**config.mk**
```make
export PLATFORM = sky130hd
export DESIGN_NAME = tdm_slot_mux
export DESIGN_NICKNAME = d
export VERILOG_FILES = /design/src/rtl/tdm_slot_mux_pkg.sv /design/src/rtl/tdm_code_decoder.sv /design/src/rtl/tdm_slot_mux.sv
export SDC_FILE = /design/constraint.sdc
export NUM_CORES = 1
export LEC_CHECK = 0
export ABC_AREA = 1
export BUFFER_PORTS_ARGS = -buffer_cell sky130_fd_sc_hd__buf_2
export CAP_MARGIN = 20
export CORE_MARGIN = 1
export CORE_UTILIZATION = 40
export CTS_CLUSTER_DIAMETER = 200
export DETAILED_ROUTE_END_ITERATION = 12
export PLACE_DENSITY = 0.63
export SLEW_MARGIN = 40
export SYNTH_ARGS = -nofsm -noshare
export SYNTH_HDL_FRONTEND = slang
export SYNTH_SLANG_ARGS = --single-unit
export TNS_END_PERCENT = 10
```
**constraint.sdc**
```tcl
create_clock -name clk -period 2 [get_ports clk]
set_input_delay 0.2 -clock clk [delete_from_list [all_inputs] [get_ports clk]]
set_output_delay 0.2 -clock clk [all_outputs]
set_load 0.01 [all_outputs]
```
**src/rtl/tdm_slot_mux_pkg.sv**
```systemverilog
`default_nettype none
// ============================================================================
//  Module   : tdm_pkg
//  Brief    : Shared types and helpers for the TDM slot multiplexer.
//  Revision : 1.0  initial release
// ============================================================================
package tdm_pkg;

  // FSM states of the slot multiplexer
  typedef enum logic [0:0] {
    IDLE = 1'b0,
    RUN  = 1'b1
  } state_t;

  // Widest one-hot vector the helper can build
  localparam int MAX_CH = 32;

  // Counter width for a counter that runs 0..n-1; never narrower than 1 bit
  function automatic int cnt_w(input int n);
    return (n <= 1) ? 1 : $clog2(n);
  endfunction

  // One-hot of idx; all zeros when idx falls outside 0..n-1
  function automatic logic [MAX_CH-1:0] onehot(input int unsigned idx, input int unsigned n);
    logic [MAX_CH-1:0] r;
    r = '0;
    if (idx < n) r = MAX_CH'(1) << idx;
    return r;
  endfunction

endpackage
`default_nettype wire

```
**src/rtl/tdm_code_decoder.sv**
```systemverilog
`default_nettype none
// ============================================================================
//  Module   : tdm_code_decoder
//  Brief    : Binary channel code to one-hot selection plus invalid flag.
//             Code 0 selects nothing; codes above CH_COUNT flag invalid.
//             Purely combinational, the parent registers the results.
//  Revision : 1.0  initial release
// ============================================================================
module tdm_code_decoder
  import tdm_pkg::*;
#(
  parameter int CH_COUNT = 3,
  parameter int SEL_W    = 2
) (
  input  logic [SEL_W-1:0]    code,
  output logic [CH_COUNT-1:0] sel,
  output logic                invalid
);

  localparam logic [SEL_W-1:0] CH_MAX = SEL_W'(CH_COUNT);

  // Decode 1..CH_COUNT to channel code-1; anything else selects nothing
  always_comb begin
    sel     = '0;
    invalid = (code > CH_MAX);
    if ((code != '0) && (code <= CH_MAX)) begin
      sel = CH_COUNT'(onehot(32'(code) - 32'd1, CH_COUNT));
    end
  end

endmodule
`default_nettype wire

```
**src/rtl/tdm_slot_mux.sv**
```systemverilog
`default_nettype none
// ============================================================================
//  Module   : tdm_slot_mux
//  Brief    : Time-division slot multiplexer. A channel code is captured once
//             per frame; an internal slot counter rotates through CH_COUNT
//             phases of SLOT_CYCLES cycles; q passes the selected channel's
//             data bit only during its own slot.
//  Config   : TDM_SLOT_SKIP_EN - unselected slots shrink to a single cycle.
//  Revision : 1.0  initial release
// ============================================================================
module tdm_slot_mux
  import tdm_pkg::*;
#(
  parameter int CH_COUNT    = 3,
  parameter int SEL_W       = 2,
  parameter int SLOT_CYCLES = 4
) (
  input  logic                clk,
  input  logic                rst,
  input  logic                en,
  input  logic [SEL_W-1:0]    code,
  input  logic [CH_COUNT-1:0] ch_data,
  output logic [CH_COUNT-1:0] phase,
  output logic [CH_COUNT-1:0] sel_onehot,
  output logic                q,
  output logic                frame_done,
  output logic                code_err
);

  localparam int CW = cnt_w(SLOT_CYCLES);
  localparam int SW = cnt_w(CH_COUNT);
  localparam logic [CW-1:0] CYC_LAST  = CW'(SLOT_CYCLES - 1);
  localparam logic [SW-1:0] SLOT_LAST = SW'(CH_COUNT - 1);

  state_t            state, state_nx;
  logic [CW-1:0]     cyc_cnt, cyc_nx;
  logic [SW-1:0]     slot_idx, slot_nx;
  logic [SEL_W-1:0]  code_q, code_nx;
  logic              capture;
  logic              slot_end;
  logic [CH_COUNT-1:0] dec_sel;
  logic              dec_invalid;

  // Slot length: fixed, or one cycle for slots that carry no selection
`ifdef TDM_SLOT_SKIP_EN
  assign slot_end = (|(phase & sel_onehot)) ? (cyc_cnt == CYC_LAST) : 1'b1;
`else
  assign slot_end = (cyc_cnt == CYC_LAST);
`endif

  assign frame_done = (state == RUN) && slot_end && (slot_idx == SLOT_LAST);
  assign phase      = (state == RUN) ? CH_COUNT'(onehot(32'(slot_idx), CH_COUNT)) : '0;

  // Decoding the next code_q value keeps sel_onehot aligned with the capture edge
  tdm_code_decoder #(
    .CH_COUNT (CH_COUNT),
    .SEL_W    (SEL_W)
  ) u_dec (
    .code    (code_nx),
    .sel     (dec_sel),
    .invalid (dec_invalid)
  );

  // State register
  always_ff @(posedge clk) begin
    if (rst) state <= IDLE;
    else     state <= state_nx;
  end

  // Next state, counters and code capture; en and code only matter at frame boundaries
  always_comb begin
    state_nx = state;
    cyc_nx   = cyc_cnt;
    slot_nx  = slot_idx;
    code_nx  = code_q;
    capture  = 1'b0;
    case (state)
      IDLE: begin
        if (en) begin
          state_nx = RUN;
          capture  = 1'b1;
          cyc_nx   = '0;
          slot_nx  = '0;
        end
      end
      RUN: begin
        if (frame_done) begin
          cyc_nx  = '0;
          slot_nx = '0;
          if (en) capture  = 1'b1;
          else    state_nx = IDLE;
        end else if (slot_end) begin
          cyc_nx  = '0;
          slot_nx = slot_idx + SW'(1);
        end else begin
          cyc_nx  = cyc_cnt + CW'(1);
        end
      end
      default: state_nx = IDLE;
    endcase
    if (capture) code_nx = code;
  end

  // Datapath registers: counters, captured code, decode, error pulse and output
  always_ff @(posedge clk) begin
    if (rst) begin
      cyc_cnt    <= '0;
      slot_idx   <= '0;
      code_q     <= '0;
      sel_onehot <= '0;
      code_err   <= 1'b0;
      q          <= 1'b0;
    end else begin
      cyc_cnt    <= cyc_nx;
      slot_idx   <= slot_nx;
      code_q     <= code_nx;
      sel_onehot <= dec_sel;
      code_err   <= capture & dec_invalid;
      q          <= |(sel_onehot & phase & ch_data);
    end
  end

endmodule
`default_nettype wire

```
==> impl_metrics.env, run 1 <==
export IMPL_run_status="finished, final reports clean"
export IMPL_grt_overflow_total=0
export IMPL_design_die_area_um2=1570
export IMPL_mostFrequentLayoutCell="sky130_fd_sc_hd__buf_2"
export IMPL_buffer_ports_inserted=15
export IMPL_top_library_cells_by_usage_in_the_layout_fill_and_taps_aside="sky130_fd_sc_hd__buf_2, sky130_fd_sc_hd__inv_1, sky130_fd_sc_hd__nand2_1, sky130_fd_sc_hd__dfxtp_1, sky130_fd_sc_hd__nand3_1"
export IMPL_hold_buffers=0
export IMPL_fmax_mhz=609
export IMPL_dr_pass1_iters=4
export IMPL_number_of_antenna_violations_at_the_first_check_in_global_routing=0
export IMPL_cp_arrival_ns=1.86
export IMPL_ys_ff_latch=11
export IMPL_cts_repair_timing_setup_buffer_count=0
export IMPL_slew_violations=0
export IMPL_clock_insertion_delay_worst_skew_ns=0.27
export IMPL_drt_total_wl_um=887
export IMPL_p_per_area_nw_per_um2=682
export IMPL_fp_dieW_um=39.6
export IMPL_placement_row_count=13
export IMPL_first_pass_grt_wire_length_mm=1.39
export IMPL_register_area_um2=220
export IMPL_grt_start_max_net_pins=10
export IMPL_mappedNetlistNets=87
export IMPL_finish_net_count=105
export IMPL_n_antenna_cell=0
export IMPL_timing_critical_path_to_type="flip-flop"
export IMPL_clock_sink_count=11
export IMPL_worst_clock_skew_ns=0.00660
export IMPL_drt_drc_violations_left=0
export IMPL_final_critical_period_ns=1.64
export IMPL_cell_area_after_technology_mapping_um2=567
export IMPL_cts_htree_levels=1
export IMPL_start_kind="flip-flop"
export IMPL_rsz0062_at_grt="false"
export IMPL_clk_pin_slew_worst_paths_ns=0.07
export IMPL_finalSetupTns_ns=0
export IMPL_cells_after_synth=76
export IMPL_max_vdd_ir_drop_uv=504
export IMPL_yosysWarnings=0
export IMPL_final_layout_size_suffix_gt1_frac=0.344
export IMPL_floorplan_initialDensity=0.430
export IMPL_detail_route_iter0_violations=7
export IMPL_min_path_type="input port to flip-flop"
export IMPL_top_fanout_value_on_the_critical_path=4
export IMPL_place_hpwl_um=725
export IMPL_viasPerCell=4.45
export IMPL_drtAntennaViolNets=0
export IMPL_timing_critical_path_required_ns=2.22
export IMPL_cts_root_to_sink_buffers=2
export IMPL_fin_crit_sh=0.821
export IMPL_tritoncts="built"
export IMPL_global_route_usage_total=0.141
export IMPL_routed_via_count=481
export IMPL_first_global_vias=347
export IMPL_wire_length_per_cell_after_detailed_routing_um=8.21
export IMPL_ys_types=19
export IMPL_timing_setup_critical_path_class="flip-flop to flip-flop"
export IMPL_core_area_um2=1320
export IMPL_power_leakage_uw=0.000364
export IMPL_finalHoldViolations=0
export IMPL_place_gp_congestion=0.628
export IMPL_p_total_uw=459
export IMPL_cts_root_buffer_cell="sky130_fd_sc_hd__clkbuf_4"
export IMPL_fillCellCount=132
export IMPL_fin_worst_hold_slack_ns=0.227
export IMPL_tritoncts_num_buffers=3
export IMPL_maxCapViolCount=0
export IMPL_setup_viol_count_final=0
export IMPL_seq_area_frac_synth=0.389
export IMPL_post_cts_resized_instances=0
export IMPL_multi_input_area_um2=272
export IMPL_post_synth_cell_area_avg_um2=7.46
export IMPL_io_pin_count=17
export IMPL_dieHeight_um=39.6
export IMPL_area_growth_syn_to_layout_pct=18.8
stage by stage:
stage	util	cells	setup WS, ns	area [um2]
5_1_grt	0.511	108	0.173	673
4_1_cts	0.511	108	0.337	673
3_5_place_dp	0.490	104	0.359	646
6_report	0.511	108	0.357	673
3_3_place_gp	0.490	104	0.373	646
2_1_floorplan	-	76	0.480	567
sequential cells by signal (all words and copies together) (netlist names):
signal,count
code_q,2
sel_onehot,3
q,1
slot_idx,2
cyc_cnt,2
state,1
cell usage after synthesis, drive strengths merged:
master	count	area, um2
a21oi	5	25.0
o21ai	2	10.0
nor2	9	46.3
nand3	6	30.0
nand4	2	12.5
conb	1	3.75
inv	14	52.6
ha	3	37.5
clkbuf	1	3.75
buf	2	18.8
nor3b	1	7.51
dfxtp	11	220
nor3	2	10.0
nand2	17	88.8
area by class of cell:
cell class / instances / area share
Tap cell: 15 / 0.0279
Sequential cell: 11 / 0.327
Inverter: 14 / 0.0781
Clock buffer: 3 / 0.0335
Multi-Input combinational cell: 48 / 0.403
Timing Repair Buffer: 16 / 0.123
Clock inverter: 1 / 0.00743
per-layer routing:
metal	global-route usage	routed length [um]	up-vias	part of all wire
met1	0.163	415	203	0.47
met5	0	0	-	0
met2	0.209	418	9	0.47
li1	-	-	269	-
met3	0.102	53	0	0.060
met4	0.0259	0	0	0
cells by family (layout without fill, tap and decap cells):
group / after synthesis / count (layout) / share of synthesized area
and+or+nand+nor: 37 / 37 / 0.344
buffers and inverters: 17 / 34 / 0.132
DFF: 11 / 11 / 0.389
AOI/OAI and AO/OA: 7 / 7 / 0.0618
adders and majority gates: 3 / 3 / 0.0662
other: 1 / 1 / 0.00662
worst paths after layout:
| kind | from | endpoint | slack [ns] | cells past startpoint |
|---|---|---|---|---|
| max reg2reg | cyc_cnt[0]$_SDFFE_PP0P_ | sel_onehot[0]$_SDFF_PP0_ | 0.36 | 13 |
| min | rst | code_q[1]$_SDFF_PP0_ | 0.23 | 2 |
| min reg2reg | cyc_cnt[0]$_SDFFE_PP0P_ | cyc_cnt[0]$_SDFFE_PP0P_ | 0.47 | 1 |
| max | cyc_cnt[0]$_SDFFE_PP0P_ | sel_onehot[0]$_SDFF_PP0_ | 0.36 | 13 |
worst max-delay path, cell delays in order (launching register included):
cell and delay (ns):
sky130_fd_sc_hd__dfxtp_1 0.33, sky130_fd_sc_hd__ha_1 0.23, sky130_fd_sc_hd__nand2_1 0.08, sky130_fd_sc_hd__inv_1 0.04, sky130_fd_sc_hd__nand2_2 0.10, sky130_fd_sc_hd__nand2_4 0.07
sky130_fd_sc_hd__nand2_2 0.07, sky130_fd_sc_hd__nand2_1 0.06, sky130_fd_sc_hd__nand2_2 0.08, sky130_fd_sc_hd__inv_1 0.05, sky130_fd_sc_hd__ha_1 0.28, sky130_fd_sc_hd__inv_1 0.06
sky130_fd_sc_hd__nand2_1 0.06, sky130_fd_sc_hd__nor2_2 0.09
where the power goes:
group	internal (uW)	switching (uW)
Sequential	230	4.87
Combinational	30.2	44.9
Clock	74.0	75.1
Note: power is estimated with default switching activity, not from simulation.
==> inputs of run 2 (changes only) <==
--- a/config.mk
+++ b/config.mk
@@ -5,14 +5,14 @@
 export SDC_FILE = /design/constraint.sdc
 export NUM_CORES = 1
 export LEC_CHECK = 0
-export ABC_AREA = 1
+export ABC_AREA = 0
 export BUFFER_PORTS_ARGS = -buffer_cell sky130_fd_sc_hd__buf_2
 export CAP_MARGIN = 20
 export CORE_MARGIN = 1
 export CORE_UTILIZATION = 40
 export CTS_CLUSTER_DIAMETER = 200
 export DETAILED_ROUTE_END_ITERATION = 12
-export PLACE_DENSITY = 0.63
+export PLACE_DENSITY = 0.64
 export SLEW_MARGIN = 40
 export SYNTH_ARGS = -nofsm -noshare
 export SYNTH_HDL_FRONTEND = slang
==> constraint.sdc (replaced) <==
create_clock -name clk -period 1.4 [get_ports clk]
set_input_delay 0.14 -clock clk [delete_from_list [all_inputs] [get_ports clk]]
set_output_delay 0.14 -clock clk [all_outputs]
set_load 0.01 [all_outputs]
==> run 2 against run 1 <==
Net effect: the run now ends with negative setup slack left; worst setup slack worse by 0.76 ns; wire length is 42% higher; final cell count decreased by 4.6%; global-route usage rose by 3.2 points; core utilization up 12 points; cell area up 28%; non-clock buffer count up 10; synthesized cell count shrank 18%; count of clock-buffer cells in the layout grew 1; highest routed layer unchanged; worst hold slack got worse by 0.074 ns.
==> impl_metrics.env, run 2 <==
export IMPL_place_hpwl_um=957
export IMPL_most_common_cell_in_the_synthesized_netlist="sky130_fd_sc_hd__dfxtp_1"
export IMPL_synth_top_family_by_area="simple AND/OR/NAND/NOR gates"
export IMPL_top_register="sel_onehot"
export IMPL_dpl_worst_slack_ns=-0.375
export IMPL_cp_arrival_ns=1.98
export IMPL_placement_row_count=13
export IMPL_yosysWarnings=0
export IMPL_p_per_area_nw_per_um2=791
export IMPL_fmax_mhz=555
export IMPL_finalHoldViolations=0
export IMPL_tritoncts="built"
export IMPL_p_total_uw=681
export IMPL_first_global_vias=472
export IMPL_placed_cells_incl_taps=98
export IMPL_fp_dieW_um=41.4
export IMPL_synth_common_cells="sky130_fd_sc_hd__dfxtp_1, sky130_fd_sc_hd__mux2i_1, sky130_fd_sc_hd__nor2_1"
export IMPL_drt_drc_violations_left=0
export IMPL_global_route_usage_total=0.174
export IMPL_largest_reg_flops=3
export IMPL_grt_start_max_net_pins=12
export IMPL_io_pin_count=17
export IMPL_hold_buffers=0
export IMPL_dieHeight_um=41.4
export IMPL_first_pass_grt_wire_length_mm=1.88
export IMPL_synth_simple_gate_area_frac=0.291
export IMPL_clock_sink_count=11
export IMPL_run_status="finished with violations"
export IMPL_topRoutingLayerUsed="met3"
export IMPL_cells_after_synth=62
export IMPL_grt_overflow_total=0
export IMPL_design_die_area_um2=1710
export IMPL_critical_path_reg2reg_endpoint="sel_onehot[2]$_SDFF_PP0_"
export IMPL_mostFrequentLayoutCell="sky130_fd_sc_hd__buf_2"
export IMPL_wl_met3_um=61
export IMPL_yosys_mux_area_fraction=0.154
export IMPL_final_critical_period_ns=1.80
export IMPL_worstHoldEndpoint="q$_SDFF_PP0_"
export IMPL_clk_pin_slew_worst_paths_ns=0.07
export IMPL_synth_area_leader_cell="sky130_fd_sc_hd__dfxtp_1"
export IMPL_synthXorXnorAreaFrac=0
export IMPL_start_kind="flip-flop"
export IMPL_dr_pass1_iters=4
export IMPL_rr_startpoint="cyc_cnt[1]$_SDFFE_PP0P_"
export IMPL_rsz0062_at_grt="true"
export IMPL_drtAntennaViolNets=0
export IMPL_drt_total_wl_mm=1.26
export IMPL_routed_via_count=526
export IMPL_cell_area_after_technology_mapping_um2=619
export IMPL_clock_insertion_delay_worst_skew_ns=0.26
export IMPL_fin_crit_sh=1.29
export IMPL_wire_length_per_cell_after_detailed_routing_um=12.2
export IMPL_final_layout_size_suffix_gt1_frac=0.568
export IMPL_fin_ws_ns=-0.402
export IMPL_setup_viol_count_final=3
export IMPL_ys_async_sr_fraction=0
export IMPL_synth_edf_count=0
export IMPL_seq_area_frac_synth=0.356
export IMPL_area_growth_syn_to_layout_pct=39.0
export IMPL_timing_setup_critical_path_class="flip-flop to flip-flop"
export IMPL_ys_types=26
export IMPL_min_path_type="input port to flip-flop"
export IMPL_met1_length_um=534
export IMPL_n_antenna_cell=0
export IMPL_tritoncts_num_buffers=3
export IMPL_ys_ff_latch=11
export IMPL_post_synth_cell_area_avg_um2=9.99
export IMPL_timing_critical_path_required_ns=1.57
export IMPL_place_gp_congestion=0.678
export IMPL_holdCritStartpoint="ch_data[2]"
export IMPL_cts_root_to_sink_buffers=2
export IMPL_buffer_ports_inserted=15
export IMPL_top_fanout_value_on_the_critical_path=5
export IMPL_detail_route_iter0_violations=7
export IMPL_maxCapViolCount=0
export IMPL_mappedNetlistNets=73
export IMPL_cts_htree_levels=1
export IMPL_min_path_cells=3
export IMPL_synth_adder_area_share=0.0606
export IMPL_synth_flop_cell="sky130_fd_sc_hd__dfxtp_1"
export IMPL_finish_net_count=100
export IMPL_cts_root_buffer_cell="sky130_fd_sc_hd__clkbuf_4"
export IMPL_synth_area_leaders="sky130_fd_sc_hd__dfxtp_1, sky130_fd_sc_hd__mux2i_1, sky130_fd_sc_hd__ha_1"
export IMPL_top_library_cells_by_usage_in_the_layout_fill_and_taps_aside="sky130_fd_sc_hd__buf_2, sky130_fd_sc_hd__buf_4, sky130_fd_sc_hd__mux2i_1"
export IMPL_worst_clock_skew_ns=0.00651
export IMPL_number_of_antenna_violations_at_the_first_check_in_global_routing=0
export IMPL_timing_reg2reg_setup_slack_ns=-0.40
export IMPL_synth_compound_area_frac=0.0788
export IMPL_timing_critical_path_to_type="flip-flop"
export IMPL_netlist_area_leader_share=0.356
export IMPL_worst_r2r_path_depth=8
export IMPL_non_filler_instance_count_after_layout=103
export IMPL_max_vdd_ir_drop_uv=575
export IMPL_floorplan_initialDensity=0.453
export IMPL_violations="negative setup slack"
export IMPL_power_leakage_uw=0.000423
export IMPL_viasPerCell=5.11
export IMPL_slew_violations=0
export IMPL_core_area_um2=1370
export IMPL_wl_met2_um=660
==> run 2: cell type report <==
type,count,area (um2)
clock buffer,4,26.3
tap,15,18.8
timing repair buffer,26,171
sequential,11,226
multi-input combinational,47,418
fill,116,505
==> run 2: kinds of logic (layout without fill, tap and decap cells) <==
group / count (synthesis) / count (layout)
AND/OR/NAND/NOR: 27 / 27
flip-flops: 11 / 11
multiplexers: 9 / 9
AO/OA/AOI/OAI: 7 / 7
buffers and inverters: 4 / 30
adder cells (fa/ha/maj): 3 / 3
other: 1 / 1
==> run 2: where the power goes <==
part	leakage, uW	switching [uW]	internal [uW]
clock network	0.0000150	94.8	110
registers	0.0000917	10.1	326
logic	0.000317	61.7	78.2
total	0.000423	167	514
==> run 2: worst max-delay path by stage <==
stage,start,to
6_report,cyc_cnt[1]$_SDFFE_PP0P_,sel_onehot[2]$_SDFF_PP0_
5_1_grt,cyc_cnt[1]$_SDFFE_PP0P_,sel_onehot[2]$_SDFF_PP0_
4_1_cts,cyc_cnt[1]$_SDFFE_PP0P_,sel_onehot[2]$_SDFF_PP0_
3_5_place_dp,cyc_cnt[1]$_SDFFE_PP0P_,sel_onehot[0]$_SDFF_PP0_
3_3_place_gp,cyc_cnt[1]$_SDFFE_PP0P_,sel_onehot[0]$_SDFF_PP0_
2_1_floorplan,cyc_cnt[0]$_SDFFE_PP0P_,sel_onehot[0]$_SDFF_PP0_
==> run 2: timing repair <==
action / CTS / global route
hold endpoints to repair: 0 / 0
pin swaps: 0 / 1
endpoints found under the setup margin: 5 / 6
gates resized for setup: 4 / 7
setup buffers: 0 / 1
==> run 2: metal layers <==
metal | up-vias | GRT usage
li1 | 268 | -
met1 | 242 | 0.163
met2 | 16 | 0.355
met3 | 0 | 0.0638
met4 | 0 | 0.0242
met5 | - | 0
==> run 2: stage by stage <==
| stage | hold slack, ns | TNS, ns | utilization | instance area, um2 |
|---|---|---|---|---|
| global placement | 0.420 | -0.812 | 0.582 | 795 |
| detailed placement | 0.420 | -1.02 | 0.582 | 795 |
| CTS | 0.145 | -1.10 | 0.611 | 835 |
| floorplan | 0.257 | -0.772 | - | 659 |
| finish | 0.152 | -1.03 | 0.630 | 861 |
| global route | 0.179 | -1.33 | 0.630 | 861 |
==> run 2: worst max-delay path, stage by stage, from the launching register on <==
cell                       delay (ns)
sky130_fd_sc_hd__dfxtp_2         0.35
sky130_fd_sc_hd__ha_4            0.14
sky130_fd_sc_hd__nand3b_4        0.08
sky130_fd_sc_hd__a21boi_2        0.14
sky130_fd_sc_hd__buf_6           0.14
sky130_fd_sc_hd__mux2_4          0.31
sky130_fd_sc_hd__ha_4            0.28
sky130_fd_sc_hd__nand3_1         0.08
sky130_fd_sc_hd__mux2i_1         0.18
==> inputs of run 3 (changes only) <==
==> constraint.sdc (replaced) <==
create_clock -name clk -period 1.4 [get_ports clk]
set_input_delay 0.21 -clock clk [delete_from_list [all_inputs] [get_ports clk]]
set_output_delay 0.21 -clock clk [all_outputs]
set_load 0.01 [all_outputs]
==> run 3 against run 2 <==
Net effect: the run still ends with negative setup slack left; final cell count did not move; first-iteration DRC count fell by 43%; register-to-register slack improved by 0.07 ns; worst hold slack improved by 0.047 ns; flip-flop and latch count did not move; wire length fell by 8.0%; die area did not move; cell area fell by 1.0%; count of clock-buffer cells in the layout did not move; critical path depth did not move; highest routed layer is now met4.
==> impl_metrics.env, run 3 (same netlist as run 2, synthesis figures left out) <==
export IMPL_placed_cells_incl_taps=99
export IMPL_min_path_type="input port to flip-flop"
export IMPL_first_global_vias=434
export IMPL_final_layout_size_suffix_gt1_frac=0.545
export IMPL_tritoncts_num_buffers=3
export IMPL_maxCapViolCount=0
export IMPL_power_leakage_uw=0.000421
export IMPL_detail_route_iter0_violations=4
export IMPL_drtAntennaViolNets=0
export IMPL_fin_ws_ns=-0.331
export IMPL_finish_net_count=100
export IMPL_final_critical_period_ns=1.73
export IMPL_fin_crit_sh=1.24
export IMPL_holdCritStartpoint="ch_data[2]"
export IMPL_first_pass_grt_wire_length_mm=1.79
export IMPL_viasPerCell=5.02
export IMPL_buffer_ports_inserted=15
export IMPL_crit_start="cyc_cnt[1]$_SDFFE_PP0P_"
export IMPL_max_vdd_ir_drop_uv=430
export IMPL_floorplan_initialDensity=0.453
export IMPL_top_fanout_value_on_the_critical_path=5
export IMPL_finalHoldViolations=0
export IMPL_wire_length_per_cell_after_detailed_routing_um=11.2
export IMPL_setup_viol_count_final=6
export IMPL_grt_start_max_net_pins=12
export IMPL_cts_root_buffer_cell="sky130_fd_sc_hd__clkbuf_4"
export IMPL_dr_pass1_iters=4
export IMPL_start_kind="flip-flop"
export IMPL_worst_clock_skew_ns=0.00668
export IMPL_violations="negative setup slack"
export IMPL_routed_via_count=517
export IMPL_clock_insertion_delay_worst_skew_ns=0.28
export IMPL_dieHeight_um=41.4
export IMPL_grt_overflow_total=0
export IMPL_slew_violations=0
export IMPL_area_growth_syn_to_layout_pct=37.6
export IMPL_clk_pin_slew_worst_paths_ns=0.08
export IMPL_timing_critical_path_required_ns=1.61
export IMPL_fp_dieW_um=41.4
export IMPL_place_hpwl_um=872
export IMPL_drt_drc_violations_left=0
export IMPL_fin_worst_hold_slack_ns=0.199
export IMPL_top_register="sel_onehot"
export IMPL_number_of_antenna_violations_at_the_first_check_in_global_routing=0
export IMPL_p_per_area_nw_per_um2=826
export IMPL_drt_total_wl_mm=1.16
export IMPL_io_pin_count=17
export IMPL_placement_row_count=13
export IMPL_core_area_um2=1370
export IMPL_tritoncts="built"
export IMPL_non_filler_instance_count_after_layout=103
export IMPL_mostFrequentLayoutCell="sky130_fd_sc_hd__buf_2"
export IMPL_rsz0062_at_grt="true"
export IMPL_n_antenna_cell=0
export IMPL_top_library_cells_by_usage_in_the_layout_fill_and_taps_aside="sky130_fd_sc_hd__buf_2, sky130_fd_sc_hd__buf_4, sky130_fd_sc_hd__mux2i_1, sky130_fd_sc_hd__dfxtp_1, sky130_fd_sc_hd__nor2_1"
export IMPL_cp_arrival_ns=1.94
export IMPL_cts_root_to_sink_buffers=2
export IMPL_timing_critical_path_to_type="flip-flop"
export IMPL_rr_startpoint="cyc_cnt[1]$_SDFFE_PP0P_"
export IMPL_place_gp_congestion=0.662
export IMPL_fmax_mhz=578
export IMPL_design_die_area_um2=1710
export IMPL_global_route_usage_total=0.173
export IMPL_run_status="finished with violations"
export IMPL_timing_setup_critical_path_class="flip-flop to flip-flop"
export IMPL_fillCellCount=120
export IMPL_largest_reg_flops=3
export IMPL_clock_sink_count=11
export IMPL_cts_htree_levels=1
run 3: cell types whose count changed in the layout (fill, tap and decap cells not counted):
| cell | previous run | this run |
|---|---|---|
| sky130_fd_sc_hd__dfxtp_1 | 6 | 7 |
| sky130_fd_sc_hd__buf_4 | 9 | 10 |
| sky130_fd_sc_hd__nor2_2 | 1 | 0 |
| sky130_fd_sc_hd__nor2_4 | 0 | 1 |
| sky130_fd_sc_hd__and2_1 | 1 | 2 |
| sky130_fd_sc_hd__dfxtp_2 | 5 | 4 |
| sky130_fd_sc_hd__buf_2 | 14 | 15 |
| sky130_fd_sc_hd__buf_6 | 3 | 1 |
| sky130_fd_sc_hd__and2_4 | 1 | 0 |
run 3: critical path, stage by stage, from the launching register on:
cell	delay [ns]
sky130_fd_sc_hd__dfxtp_2	0.35
sky130_fd_sc_hd__ha_4	0.15
sky130_fd_sc_hd__nand3b_4	0.08
sky130_fd_sc_hd__a21boi_2	0.13
sky130_fd_sc_hd__buf_6	0.14
sky130_fd_sc_hd__mux2_4	0.31
sky130_fd_sc_hd__ha_4	0.23
sky130_fd_sc_hd__nand3b_1	0.15
sky130_fd_sc_hd__mux2i_1	0.13
run 3: repair_timing:
action	in CTS	in global routing
pin swaps	0	1
hold buffers	0	0
endpoints found under the setup margin	6	6
buffers inserted	0	0
resized for setup	6	2
run 3: final timing paths:
kind	to	slack, ns	depth (start not counted)
worst max-delay path	sel_onehot[0]$_SDFF_PP0_	-0.33	8
worst min-delay path	q$_SDFF_PP0_	0.20	3
worst max register to register	sel_onehot[0]$_SDFF_PP0_	-0.33	8
worst min register to register	q$_SDFF_PP0_	0.48	2
run 3: final cells by class:
| class | instances | area (um2) | share of cell area |
|---|---|---|---|
| clock buffers | 4 | 26.3 | 0.0308 |
| multi-input cells | 47 | 420 | 0.493 |
| flip-flops and latches | 11 | 225 | 0.264 |
| well taps | 15 | 18.8 | 0.0220 |
| repair buffers | 26 | 161 | 0.189 |
run 3: metrics by stage:
stage	cell area (um2)	total power, uW	util	setup slack [ns]	setup TNS [ns]
after detailed placement	802	471	0.587	-0.345	-0.914
after global placement	802	470	0.587	-0.313	-0.801
final	852	704	0.624	-0.331	-0.955
after CTS	845	709	0.618	-0.353	-1.09
after global routing	852	738	0.624	-0.429	-1.47
after floorplan	659	431	-	-0.301	-0.772
run 3: power breakdown:
part,leakage [uW],internal (uW),switching [uW]
Clock,0.0000150,111,118
Combinational,0.000314,78.9,62.1
Sequential,0.0000915,325,9.16
run 3: layer usage:
layer | routed length [um] | track usage | vias to the layer above | part of all wire
met5 | 0 | 0 | - | 0
met4 | 25 | 0.121 | 0 | 0.022
met3 | 69 | 0.0638 | 2 | 0.060
met2 | 525 | 0.281 | 18 | 0.45
met1 | 535 | 0.183 | 230 | 0.46
li1 | - | - | 267 | -
